==> config.mk <==
export PLATFORM = sky130hd
export DESIGN_NAME = i2c_ball_tx_scheduler
export DESIGN_NICKNAME = d
export VERILOG_FILES = /design/src/rtl/i2c_ball_tx_scheduler.sv
export SDC_FILE = /design/constraint.sdc
export NUM_CORES = 1
export LEC_CHECK = 0
export ABC_AREA = 1
export BUFFER_PORTS_ARGS = -buffer_cell sky130_fd_sc_hd__buf_2
export CORE_MARGIN = 2
export CORE_UTILIZATION = 45
export CTS_CLUSTER_DIAMETER = 150
export DETAILED_ROUTE_END_ITERATION = 6
export PLACE_DENSITY = 0.67
export SLEW_MARGIN = 20
export SYNTH_ARGS = -nofsm -noshare
export SYNTH_HDL_FRONTEND = slang
export SYNTH_SLANG_ARGS = --single-unit
==> constraint.sdc <==
create_clock -name clk -period 1.8 [get_ports clk]
set_input_delay 0.09 -clock clk [delete_from_list [all_inputs] [get_ports clk]]
set_output_delay 0.09 -clock clk [all_outputs]
set_load 0.02 [all_outputs]
==> src/rtl/i2c_ball_tx_scheduler.sv <==
// Ball-handoff scheduler: snapshots ball state and drives START / address / six data bytes / STOP
// into a byte-level I2C master, with bounded retries on NACK or timeout and a single queued request.
module i2c_ball_tx_scheduler #(
    parameter logic [6:0] SLAVE_ADDR = 7'h42,
    parameter int         MAX_TRIES  = 3,
    parameter int         TIMEOUT    = 50000,
    parameter int         GAP        = 255
) (
    input  logic       clk,
    input  logic       reset,
    input  logic       send_req,
    input  logic [9:0] ball_y,
    input  logic [7:0] ball_vy,
    input  logic [7:0] gravity,
    input  logic [7:0] ball_speed,
    input  logic [7:0] win_flag,
    output logic       m_valid,
    output logic [1:0] m_cmd,
    output logic [7:0] m_data,
    input  logic       m_ready,
    input  logic       m_done,
    input  logic       m_nack,
    output logic       busy,
    output logic       pending,
    output logic       tx_done,
    output logic       tx_error,
    output logic [2:0] try_cnt
);

    localparam logic [1:0] CMD_START = 2'd0;
    localparam logic [1:0] CMD_WRITE = 2'd1;
    localparam logic [1:0] CMD_STOP  = 2'd2;
    localparam logic [2:0] LAST_IDX  = 3'd6;
    localparam logic [7:0] ADDR_BYTE = {SLAVE_ADDR, 1'b0};

    localparam int TW = ($clog2(TIMEOUT) > 17) ? $clog2(TIMEOUT) : 17;
    localparam int GW = (GAP > 1) ? $clog2(GAP) : 1;
    localparam logic [TW-1:0] TMO_LAST = TW'(TIMEOUT - 1);
    localparam logic [GW-1:0] GAP_LAST = GW'(GAP - 1);
    localparam logic [2:0]    TRY_LAST = 3'(MAX_TRIES);

    typedef enum logic [1:0] {S_IDLE, S_CMD, S_WAIT, S_RETRY} state_t;

    state_t         r_state;
    logic           r_valid;
    logic [1:0]     r_cmd;
    logic [7:0]     r_data;
    logic           r_busy;
    logic           r_pending;
    logic           r_tx_done;
    logic           r_tx_error;
    logic [2:0]     r_try;
    logic [2:0]     r_idx;
    logic           r_fail;
    logic [TW-1:0]  r_tmo;
    logic [GW-1:0]  r_gap;
    logic [9:0]     r_y;
    logic [7:0]     r_vy;
    logic [7:0]     r_grav;
    logic [7:0]     r_speed;
    logic [7:0]     r_win;

    logic           w_tmo_hit;
    logic           w_stop_end;
    logic           w_stop_ok;
    logic [2:0]     w_idx_nxt;
    logic [7:0]     w_byte_nxt;

    // Index 0 is the address byte; 1..6 are the snapshot payload bytes.
    function automatic logic [7:0] f_byte(input logic [2:0] idx, input logic [9:0] y,
                                          input logic [7:0] vy, input logic [7:0] grav,
                                          input logic [7:0] speed, input logic [7:0] win);
        logic [7:0] b;
        case (idx)
            3'd0:    b = ADDR_BYTE;
            3'd1:    b = y[7:0];
            3'd2:    b = {6'b0, y[9:8]};
            3'd3:    b = vy;
            3'd4:    b = grav;
            3'd5:    b = speed;
            3'd6:    b = win;
            default: b = 8'h00;
        endcase
        return b;
    endfunction

    assign w_tmo_hit  = (r_tmo == TMO_LAST);
    assign w_stop_end = (r_state == S_WAIT) && (r_cmd == CMD_STOP) && (m_done || w_tmo_hit);
    assign w_stop_ok  = m_done && !r_fail;
    assign w_idx_nxt  = r_idx + 3'd1;
    assign w_byte_nxt = f_byte(w_idx_nxt, r_y, r_vy, r_grav, r_speed, r_win);

    always_ff @(posedge clk or negedge reset) begin
        if (!reset) begin
            r_state    <= S_IDLE;
            r_valid    <= 1'b0;
            r_cmd      <= CMD_START;
            r_data     <= 8'h00;
            r_busy     <= 1'b0;
            r_pending  <= 1'b0;
            r_tx_done  <= 1'b0;
            r_tx_error <= 1'b0;
            r_try      <= 3'd0;
            r_idx      <= 3'd0;
            r_fail     <= 1'b0;
            r_tmo      <= '0;
            r_gap      <= '0;
            r_y        <= 10'd0;
            r_vy       <= 8'h00;
            r_grav     <= 8'h00;
            r_speed    <= 8'h00;
            r_win      <= 8'h00;
        end else begin
            r_tx_done  <= 1'b0;
            r_tx_error <= 1'b0;
            // Any number of requests during a frame collapse into one queued frame.
            if (send_req && (r_state != S_IDLE))
                r_pending <= 1'b1;

            case (r_state)
                S_IDLE: begin
                    if (send_req || r_pending) begin
                        r_y       <= ball_y;
                        r_vy      <= ball_vy;
                        r_grav    <= gravity;
                        r_speed   <= ball_speed;
                        r_win     <= win_flag;
                        r_try     <= 3'd1;
                        r_pending <= 1'b0;
                        r_fail    <= 1'b0;
                        r_busy    <= 1'b1;
                        r_state   <= S_CMD;
                        r_valid   <= 1'b1;
                        r_cmd     <= CMD_START;
                        r_data    <= 8'h00;
                    end
                end
                S_CMD: begin
                    if (m_ready) begin
                        r_valid <= 1'b0;
                        r_tmo   <= '0;
                        r_state <= S_WAIT;
                    end
                end
                S_WAIT: begin
                    if (w_stop_end) begin
                        // End of an attempt: success, give up, or back off and retry.
                        if (w_stop_ok || (r_try >= TRY_LAST)) begin
                            r_tx_done  <= w_stop_ok;
                            r_tx_error <= !w_stop_ok;
                            r_state    <= S_IDLE;
                            r_busy     <= 1'b0;
                            r_try      <= 3'd0;
                            r_fail     <= 1'b0;
                            r_cmd      <= CMD_START;
                            r_data     <= 8'h00;
                        end else begin
                            r_fail  <= 1'b1;
                            r_gap   <= '0;
                            r_state <= S_RETRY;
                        end
                    end else if (m_done) begin
                        r_state <= S_CMD;
                        r_valid <= 1'b1;
                        if (r_cmd == CMD_START) begin
                            r_idx  <= 3'd0;
                            r_cmd  <= CMD_WRITE;
                            r_data <= ADDR_BYTE;
                        end else if (m_nack || (r_idx == LAST_IDX)) begin
                            if (m_nack)
                                r_fail <= 1'b1;
                            r_cmd  <= CMD_STOP;
                            r_data <= 8'h00;
                        end else begin
                            r_idx  <= w_idx_nxt;
                            r_data <= w_byte_nxt;
                        end
                    end else if (w_tmo_hit) begin
                        r_fail  <= 1'b1;
                        r_state <= S_CMD;
                        r_valid <= 1'b1;
                        r_cmd   <= CMD_STOP;
                        r_data  <= 8'h00;
                    end else begin
                        r_tmo <= r_tmo + 1'b1;
                    end
                end
                S_RETRY: begin
                    if (r_gap == GAP_LAST) begin
                        r_try   <= r_try + 3'd1;
                        r_fail  <= 1'b0;
                        r_state <= S_CMD;
                        r_valid <= 1'b1;
                        r_cmd   <= CMD_START;
                        r_data  <= 8'h00;
                    end else begin
                        r_gap <= r_gap + 1'b1;
                    end
                end
                default: r_state <= S_IDLE;
            endcase
        end
    end

    assign m_valid  = r_valid;
    assign m_cmd    = r_cmd;
    assign m_data   = r_data;
    assign busy     = r_busy;
    assign pending  = r_pending;
    assign tx_done  = r_tx_done;
    assign tx_error = r_tx_error;
    assign try_cnt  = r_try;

endmodule
==> Word level (Yosys, flattened, before mapping) <==
Cells that the tools add are included.
{ "word_totals": {"ff_bits": 91, "inputBits": 48, "out_inout_bits": 18, "word_cells": 155} }
{ "classes": {"n_addsub": 4, "magnitude_cmp": 1, "n_eq_ne": 31, "n_mux": 71, "n_bitwise": 1, "reduce_logical": 29} }
{ "ops": {"columns": ["op", "count"], "rows": [
  ["$mux 8", 11],
  ["$mux 17", 4],
  ["$pmux 8 s7", 1],
  ["$pmux 17 s2", 1],
  ["$mux 2", 15],
  ["$mux 1", 25],
  ["$pmux 8 s3", 1],
  ["$ne 2x2->1 const B", 10],
  ["$reduce_and 5->1", 4],
  ["$mux 3", 6],
  ["$add 17x1->17 const B", 1],
  ["$eq 17x16->1 const B", 1],
  ["$pmux 8 s2", 1],
  ["$reduce_and 4->1", 4],
  ["$eq 3x3->1 const B", 4],
  ["$ne 4x4->1 const B", 3],
  ["$pmux 3 s3", 1],
  ["$add 8x1->8 const B", 1],
  ["$eq 8x8->1 const B", 1],
  ["$pmux 2 s4", 1],
  ["$reduce_bool 2->1", 4],
  ["$reduce_and 7->1", 1],
  ["$add 3x1->3 const B", 2],
  ["$eq 2x2->1 const B", 3],
  ["other kinds (22)", 31]
]} }

==> Depth between registers and ports, before layout <==
Gate-level depths: netlist of the first run.
{ "depth": {"ltp_word": 8, "ltp_mapped": 12} }

==> Least setup slack after synthesis of the first run <==
OpenSTA, ideal clock, no wires.
{ "synth_path": {"path_kind": "reg2reg", "startpoint": "register r_try[0] (netlist: try_cnt[0])", "endpoint": "register r_gap[2]", "setup_ns": 0.126, "arrival_ns": 1.826, "required_time_ns": 1.674, "setup_slack_ns": -0.152, "path_stages_with_launch": 10, "period_less_slack_ns": 1.952, "cell_sequence": "dfrtp_1 > ha_1 > ha_1 > inv_1 > nand3_1 > nor2_1 > o22ai_2 > a21oi_4 > buf_6 > o21ai_0"} }
{ "synth_between": {"elab_chain_len": 4} }
{ "synth_rtl": {"columns": ["element", "line_no", "text"], "rows": [
  ["start: declaration", "52", "logic [2:0] r_try;"],
  ["start signal: assignment", "190", "r_try <= r_try + 3'd1;"],
  ["$ge 3x2->1", "148", "if (w_stop_ok || (r_try >= TRY_LAST)) begin"],
  ["$logic_or 1x1->1", "148", null],
  ["$ne 2x2->1 (no source line)", null, null],
  ["$reduce_and 4->1 (no source line)", null, null],
  ["end signal: assignment", "197", "r_gap <= r_gap + 1'b1;"],
  ["end: declaration", "56", "logic [GW-1:0] r_gap;"]
]} }
Every way passes these cells.
A chain may end at the register's enable or synchronous reset.

==> Final worst setup path of the first run <==
{ "layout_path": {"startpoint": "register r_state[0]", "endpoint": "register r_data[5] (netlist: m_data[5])"} }
{ "layout_between": {"elab_chain_len": 5, "word_cells_on_any_way": 13} }
{ "layout_rtl": {"columns": ["element", "line_no", "text"], "rows": [
  ["start: declaration", "44", "state_t r_state;"],
  ["start signal: assignment", "95", "r_state <= S_IDLE;"],
  ["start signal: assignment", "132", "r_state <= S_CMD;"],
  ["start signal: assignment", "142", "r_state <= S_WAIT;"],
  ["$eq 2x2->1", "88, 120", null],
  ["$logic_and 1x1->1 (2 in series)", "88", "assign w_stop_end = (r_state == S_WAIT) && (r_cmd == CMD_STOP) && (m_done || w_tmo_hit);"],
  ["$ne 4x4->1 (no source line), or another cell as far along", null, null],
  ["$reduce_and 5->1 (no source line) / $pmux 8 s3 (equally long branches)", null, null],
  ["end signal: assignment", "176", "r_data <= w_byte_nxt;"],
  ["end: declaration", "47", "logic [7:0] r_data;"]
]} }
Parallel ways exist; a longest one is shown, timed or not.

==> results of run 1 <==
## area by class of cell
cell class | instances | area (µm²) | share of cell area, %
clock buffer | 10 | 138 | 2.11
sequential | 91 | 2280 | 35.0
multi-input combinational | 493 | 2550 | 39.2
timing repair buffer | 153 | 1150 | 17.6
tap | 140 | 175 | 2.69
inverter | 45 | 169 | 2.59
clock inverter | 6 | 56.3 | 0.864
## critical path: stages (launching register included)
cell and delay, ns:
dfrtp_1 0.43, buf_4 0.15, ha_1 0.27, a21boi_4 0.21, nand2_4 0.12, nor2_8 0.14, buf_12 0.13, nand2_8 0.07
nand2_1 0.09, o21ai_2 0.06
## flip-flops by register name, summed over array words and instances, names as in the netlist, 2 cells and up
name     cells
m_data       8
r_speed      8
r_tmo       17
r_grav       8
r_gap        8
r_idx        3
r_state      2
r_y         10
r_win        8
try_cnt      3
r_vy         8
m_cmd        2
## cells by family after synthesis
logic type               Yosys count  synth area share [%]
AND/OR/NAND/NOR                  408                  35.3
flip-flops                        91                  45.8
buffers and inverters             64                  5.49
AO/OA/AOI/OAI                     52                  6.73
XOR/XNOR                          16                  2.82
adder cells (fa/ha/maj)           15                  3.78
## worst max-delay path by stage
stage                  to  cells past startpoint  slack, ns
2_1_floorplan    r_gap[2]                      9       0.02
3_3_place_gp    m_data[2]                     11      0.007
3_5_place_dp    m_data[2]                     11      -0.04
4_1_cts        try_cnt[0]                      9      0.005
5_1_grt         m_data[7]                     10      -0.07
6_report        m_data[5]                      9       0.03
## layer usage
metal / share of wire, % / track usage [%]
met4: 1.7 / 6.87
met3: 4.2 / 3.95
met5: 0 / 0
met2: 51 / 38.3
met1: 43 / 27.3
## power groups by stage
stage                     clock network, mW  registers (mW)  logic [mW]
after floorplan                           0            3.17        2.41
after global placement                    0            3.14        3.37
after detailed placement                  0            3.16        3.47
after CTS                              1.40            3.12        3.70
after global routing                   1.50            3.20        4.53
final                                  1.38            3.13        4.01
## per-stage QoR
step,power (mW),setup TNS [ns],utilization (%),hold WS [ns],instances
2_1_floorplan,5.58,0,-,-0.206,646
3_3_place_gp,6.50,0,52.3,0.116,864
3_5_place_dp,6.63,-0.186,52.3,0.116,864
4_1_cts,8.23,0,58.6,0.00747,925
5_1_grt,9.24,-0.312,60.4,0.0270,938
6_report,8.52,0,60.4,0.00536,938
## layout by cell type (no fill, tap or decap), types with 3 or more instances in the layout
cell type | netlist | final
o21ai_2 | 6 | 7
nand3_1 | 37 | 36
nand3_2 | 5 | 5
buf_4 | 2 | 42
nor2_4 | 2 | 6
nand4_1 | 6 | 6
nand2_1 | 277 | 272
xor2_1 | 15 | 15
nand2_2 | 5 | 8
clkbuf_8 | 0 | 10
buf_12 | 0 | 4
o21ai_0 | 32 | 27
inv_2 | 5 | 9
ha_2 | 0 | 5
buf_2 | 2 | 64
inv_1 | 40 | 36
a21oi_1 | 4 | 3
o21ai_1 | 3 | 7
nor3_1 | 7 | 7
nand2_4 | 4 | 5
dfrtp_1 | 91 | 90
dlygate4sd3_1 | 0 | 43
nor2_1 | 54 | 50
ha_1 | 15 | 9
## what timing repair did
action | in CTS | in global routing
pin swaps | 5 | 11
setup endpoints to repair | 13 | 45
cloned | 1 | 1
buffers inserted | 1 | 12
resized for setup | 7 | 27
hold buffers | 43 | 0
endpoints found under the hold margin | 83 | 0
==> results.md, run 1 <==
- WHS Path Cells: 3
- Sw Share: 43.8%
- Fin nets: 856
- Leading area contributor after synthesis: dfrtp_1
- Dominant cells by area after synthesis: dfrtp_1, nand2_1, nor2_1
- Critical R2R Capture: m_data[5]
- CP endpoint kind: flip-flop
- Post-synth top cells: nand2_1, dfrtp_1, nor2_1
- Pre-CTS setup slack: -0.0430 ns
- Initial antenna violation count: 0
- Layout Area Growth over Synthesis: 31.2%
- Syn Inst Count: 646
- Final Cycle Share: 98.5%
- CP startpoint: r_state[0]
- Layout cells sized above 1: 23.9%
- Global route overflow: 0
- Least-Margin Pin Slew: 0.550 ns
- Avg Cell Area, Syn: 7.69 µm²
- CORE AREA: 10,800 µm²
- Ys Warns: 0
- RSZ-0062 raised after global routing: yes
- Synth Flop Type: dfrtp_1
- Clock latency on the worst-skew pair: 0.37 ns
- R2R depth: 9
- Fin. Hold Viols: 0
- R2R setup slack: 0.03 ns
- Final slew viol count: 0
- PortBufs: 65
- Hold Path Class: in -> reg
- DIE WIDTH: 109 µm
- Starting density of the core: 46.0%
- Status: complete, no violations
- TritonCTS clock tree: yes
- Max cap viols: 0
- Leakage: 3.34 nW
- Setup ws final: 0.0265 ns
- CTS Buf Count: 9
- Number of diodes: 0
- Pwr/cell area: 1310 nW/µm²
- Final wirelength: 12,400 µm
- Largest net degree at the start of global routing: 51
- Most frequent cell after synthesis: nand2_1
- Critical path launch point type: flip-flop
- Slew margin rel.: 63.4%
- DP Wirelength: 8430 µm
- Die Span Y: 109 µm
- First-pass GRT wire length: 20,600 µm
- Via count: 4,595
- Hold Path Origin: send_req
- DR iter-0 viols: 244
- Seq pwr share: 36.7%
- Setup Viol. Count Final: 0
- Row cnt: 38
- Crit Reg-Reg Startpoint: r_state[0]
- Clock Sink Count: 91
- Psw: 3.73 mW
- H-tree depth: 3
- Cell Area, Synth: 4970 µm²
- Die area: 11,900 µm²
- Number of vias per cell: 4.90
- Peak VDD IR: 0.000741 V
- EDFF count, synth: 0
- Critical Path RT: 2.06 ns
- Per-cell routed wire length: 13.2 µm
- Clock Pin Slew Worst Setup and Hold Paths: 0.10 ns
- Clock skew: 0.0122 ns
- Syn Nets: 709
- Setup CP Type: reg -> reg
- Drt drc: 0
- Root Driver: clkbuf_8
- Worst path arrival time: 2.04 ns
- Clock power share: 16.2%
- ANT nets after route: 0
- Yosys cell types: 39
- Vias in the first global route: 4,521
- Register bit total from synthesis: 91
- GP Congestion: 0.859
- Post-place instance area: 5650 µm²
- Combinational power share: 47.1%
- Maximum clock path buffer count: 2
- Internal power: 4.79 mW
- Fin area: 6520 µm²
- Post-route minimum period: 1.77 ns
- Ys async rst share: 100%
- # IOs: 66
- WHS Endpoint: pending
- Post-synthesis sequential area ratio: 45.8%
- GRT Util Overall: 21.9%
- Post-synth top area share: 45.8%
- Fmax achieved: 564 MHz
- Fill cell total of the finished layout: 939
- Drt first pass iters: 5
- Crit Path Max Fanout: 7
Power figures use the tool's default switching activity.
==> inputs of run 2 (changes only) <==
--- a/config.mk
+++ b/config.mk
@@ -7,11 +7,13 @@
 export LEC_CHECK = 0
 export ABC_AREA = 1
 export BUFFER_PORTS_ARGS = -buffer_cell sky130_fd_sc_hd__buf_2
+export CELL_PAD_IN_SITES_DETAIL_PLACEMENT = 0
+export CELL_PAD_IN_SITES_GLOBAL_PLACEMENT = 1
 export CORE_MARGIN = 2
-export CORE_UTILIZATION = 45
+export CORE_UTILIZATION = 38
 export CTS_CLUSTER_DIAMETER = 150
 export DETAILED_ROUTE_END_ITERATION = 6
-export PLACE_DENSITY = 0.67
+export PLACE_DENSITY_LB_ADDON = 0.1
 export SLEW_MARGIN = 20
 export SYNTH_ARGS = -nofsm -noshare
 export SYNTH_HDL_FRONTEND = slang
==> results.md, run 2 (synthesized netlist as in run 1, its figures left out) <==
- Status: complete, no violations
- TritonCTS clock tree: yes
- Post-place instance area: 5780 µm² (+2.4%)
- CTS Buf Count: 9 (unchanged)
- Crit-path max cell delay: 0.39 ns (-0.04 ns)
- Via count: 4,514 (-1.8%)
- Starting density of the core: 39.2% (-6.8 points)
- Initial antenna violation count: 0 (unchanged)
- Critical Path RT: 2.08 ns (+0.02 ns)
- GRT Util Overall: 18.9% (-3.0 points)
- Pwr/cell area: 1340 nW/µm² (+2.8%)
- Post-route minimum period: 1.73 ns (-0.0390 ns)
- Drt first pass iters: 4 (-1)
- Critical R2R Capture: m_data[1]
- CORE AREA: 12,700 µm² (+17%)
- Largest net degree at the start of global routing: 47 (-7.8%)
- WHS Path Cells: 4 (+1)
- CP endpoint kind: flip-flop
- Power Total: 9.18 mW (+7.8%)
- First-pass GRT wire length: 21,300 µm (+3.6%)
- Fmax achieved: 577 MHz (+2.3%)
- Top reg by flops: r_tmo
- RSZ-0062 raised after global routing: yes
- Clock Sink Count: 91 (unchanged)
- WHS Endpoint: pending
- WHS: 0.115 ns (+0.109 ns)
- Top flop regs: r_tmo (17), r_y (10)
- Commonest non-fill, non-tap cell in the layout: nand2_1
- GP Congestion: 0.848 (-1.3%)
- Row cnt: 41 (+7.9%)
- # IOs: 66 (unchanged)
- Fin nets: 867 (+1.3%)
- Per-cell routed wire length: 12.9 µm (-2.7%)
- PortBufs: 65 (unchanged)
- R2R setup slack: 0.07 ns (+0.04 ns)
- Final slew viol count: 0 (unchanged)
- R2R depth: 12 (+3)
- CP max stage cell: dfrtp_1
- Die Span Y: 118 µm (+8.5%)
- ANT nets after route: 0 (unchanged)
- Number of diodes: 0 (unchanged)
- Max cap viols: 0 (unchanged)
- Fill cell total of the finished layout: 1,241 (+32%)
- Max reg flops: 17 (unchanged)
- DP Wirelength: 8970 µm (+6.3%)
- H-tree depth: 3 (unchanged)
- Clock skew: 0.00690 ns (-0.00534 ns)
- Layout cells sized above 1: 25.5% (+1.6 points)
- Leakage: 3.45 nW (+3.3%)
- Number of vias per cell: 4.61 (-6.0%)
- Worst path arrival time: 2.01 ns (-0.03 ns)
- Least-Margin Pin Slew: 0.660 ns (+0.111 ns)
- Crit Path Max Fanout: 8 (+1)
- Global route overflow: 0 (unchanged)
- CP Cell Sequence: ha_2, nand2_1, nand2_4, buf_6, nor2_4, buf_4, nand2_1, nand2_1, nor2_1, nand3_1, nand2_1, o21ai_2
- Most frequent cells in the layout: nand2_1, dfrtp_1, buf_2, nor2_1, buf_4
- Root Driver: clkbuf_16
- Peak VDD IR: 0.000565 V (-24%)
- Critical path launch point type: flip-flop
- Clock Pin Slew Worst Setup and Hold Paths: 0.07 ns (-0.03 ns)
- Hold Path Class: in -> reg
- Final wirelength: 12,600 µm (+1.7%)
- Slew margin rel.: 56.0% (-7.4 points)
- Layout Area Growth over Synthesis: 37.5%
- Final Cycle Share: 96.4% (-2.2 points)
- Die area: 14,000 µm² (+18%)
- DIE WIDTH: 118 µm (+8.5%)
- Hold Path Origin: send_req
- Crit Reg-Reg Startpoint: r_idx[1]
- Maximum clock path buffer count: 2 (unchanged)
- Setup CP Type: reg -> reg
- Drt drc: 0 (unchanged)
- Fin. Hold Viols: 0 (unchanged)
- Clock latency on the worst-skew pair: 0.35 ns (-0.02 ns)
- Setup Viol. Count Final: 0 (unchanged)
- Vias in the first global route: 4,512 (-0.20%)
- Most used cell, CP: nand2_1
- DR iter-0 viols: 203 (-17%)
- Fin area: 6830 µm² (+4.8%)
## run 2: cell count changes in the layout (fill, tap and decap cells not counted), moves of 3 or more
cell,previous run,this run
buf_4,42,48
buf_6,0,3
clkbuf_16,0,9
clkbuf_8,10,0
inv_1,36,39
inv_2,9,6
nand2_1,272,268
nand2_2,8,13
o21ai_0,27,22
o21ai_2,7,10
## run 2: critical path, delay by kind of cell (launching register included)
kind | cells | cell delay (ns)
AO/OA/AOI/OAI | 1 | 0.12
buffers and inverters | 2 | 0.28
flip-flops | 1 | 0.39
AND/OR/NAND/NOR | 8 | 0.69
adder cells (fa/ha/maj) | 1 | 0.18
## run 2: power breakdown
part / internal [mW] / leakage, nW / switching, mW
Sequential: 2.72 / 1.18 / 0.389
Clock: 1.21 / 0.152 / 0.843
Combinational: 1.55 / 2.12 / 2.47
## run 2: metrics by stage
step                worst slack, ns  util (%)  std cells  setup TNS (ns)
floorplan                    0.0176         -        646               0
global placement             -0.156      45.6        907          -0.955
detailed placement           -0.190      45.6        907           -1.19
CTS                         0.00338      51.7        965               0
global route                -0.0623      53.9        980          -0.174
finish                       0.0656      53.9        980               0
## run 2: worst max path at each step
stage               startpoint         to  slack (ns)  cells past startpoint
detailed placement    r_idx[0]  m_data[2]       -0.19                     10
CTS                 try_cnt[0]  m_data[5]       0.003                     10
floorplan           try_cnt[0]   r_gap[2]        0.02                      9
global route          r_idx[1]  m_data[1]       -0.06                     12
finish                r_idx[1]  m_data[1]        0.07                     12
global placement      r_idx[0]  m_data[2]       -0.16                     10
## run 2: per-layer routing
metal  vias up  GRT usage [%]  wire (µm)
met5         -              0          0
met4         0           9.34        354
met3        20           2.65        346
met2        79           31.7       6090
met1      2071           23.8       5830
li1       2344              -          -
## run 2: cell type report
class,count,area [µm²],area share (%)
Tap cell,172,215,3.15
Clock inverter,6,90.1,1.32
Inverter,45,169,2.47
Clock buffer,9,225,3.30
Timing Repair Buffer,164,1260,18.5
Sequential cell,91,2280,33.4
Multi-Input combinational cell,493,2590,37.9
## run 2: what timing repair did
action,in CTS,in global routing
buffers inserted,0,13
gates resized for setup,5,43
hold buffers,43,0
pin swaps,0,18
cloned,0,2
setup endpoints to repair,8,35
hold endpoints to repair,85,0
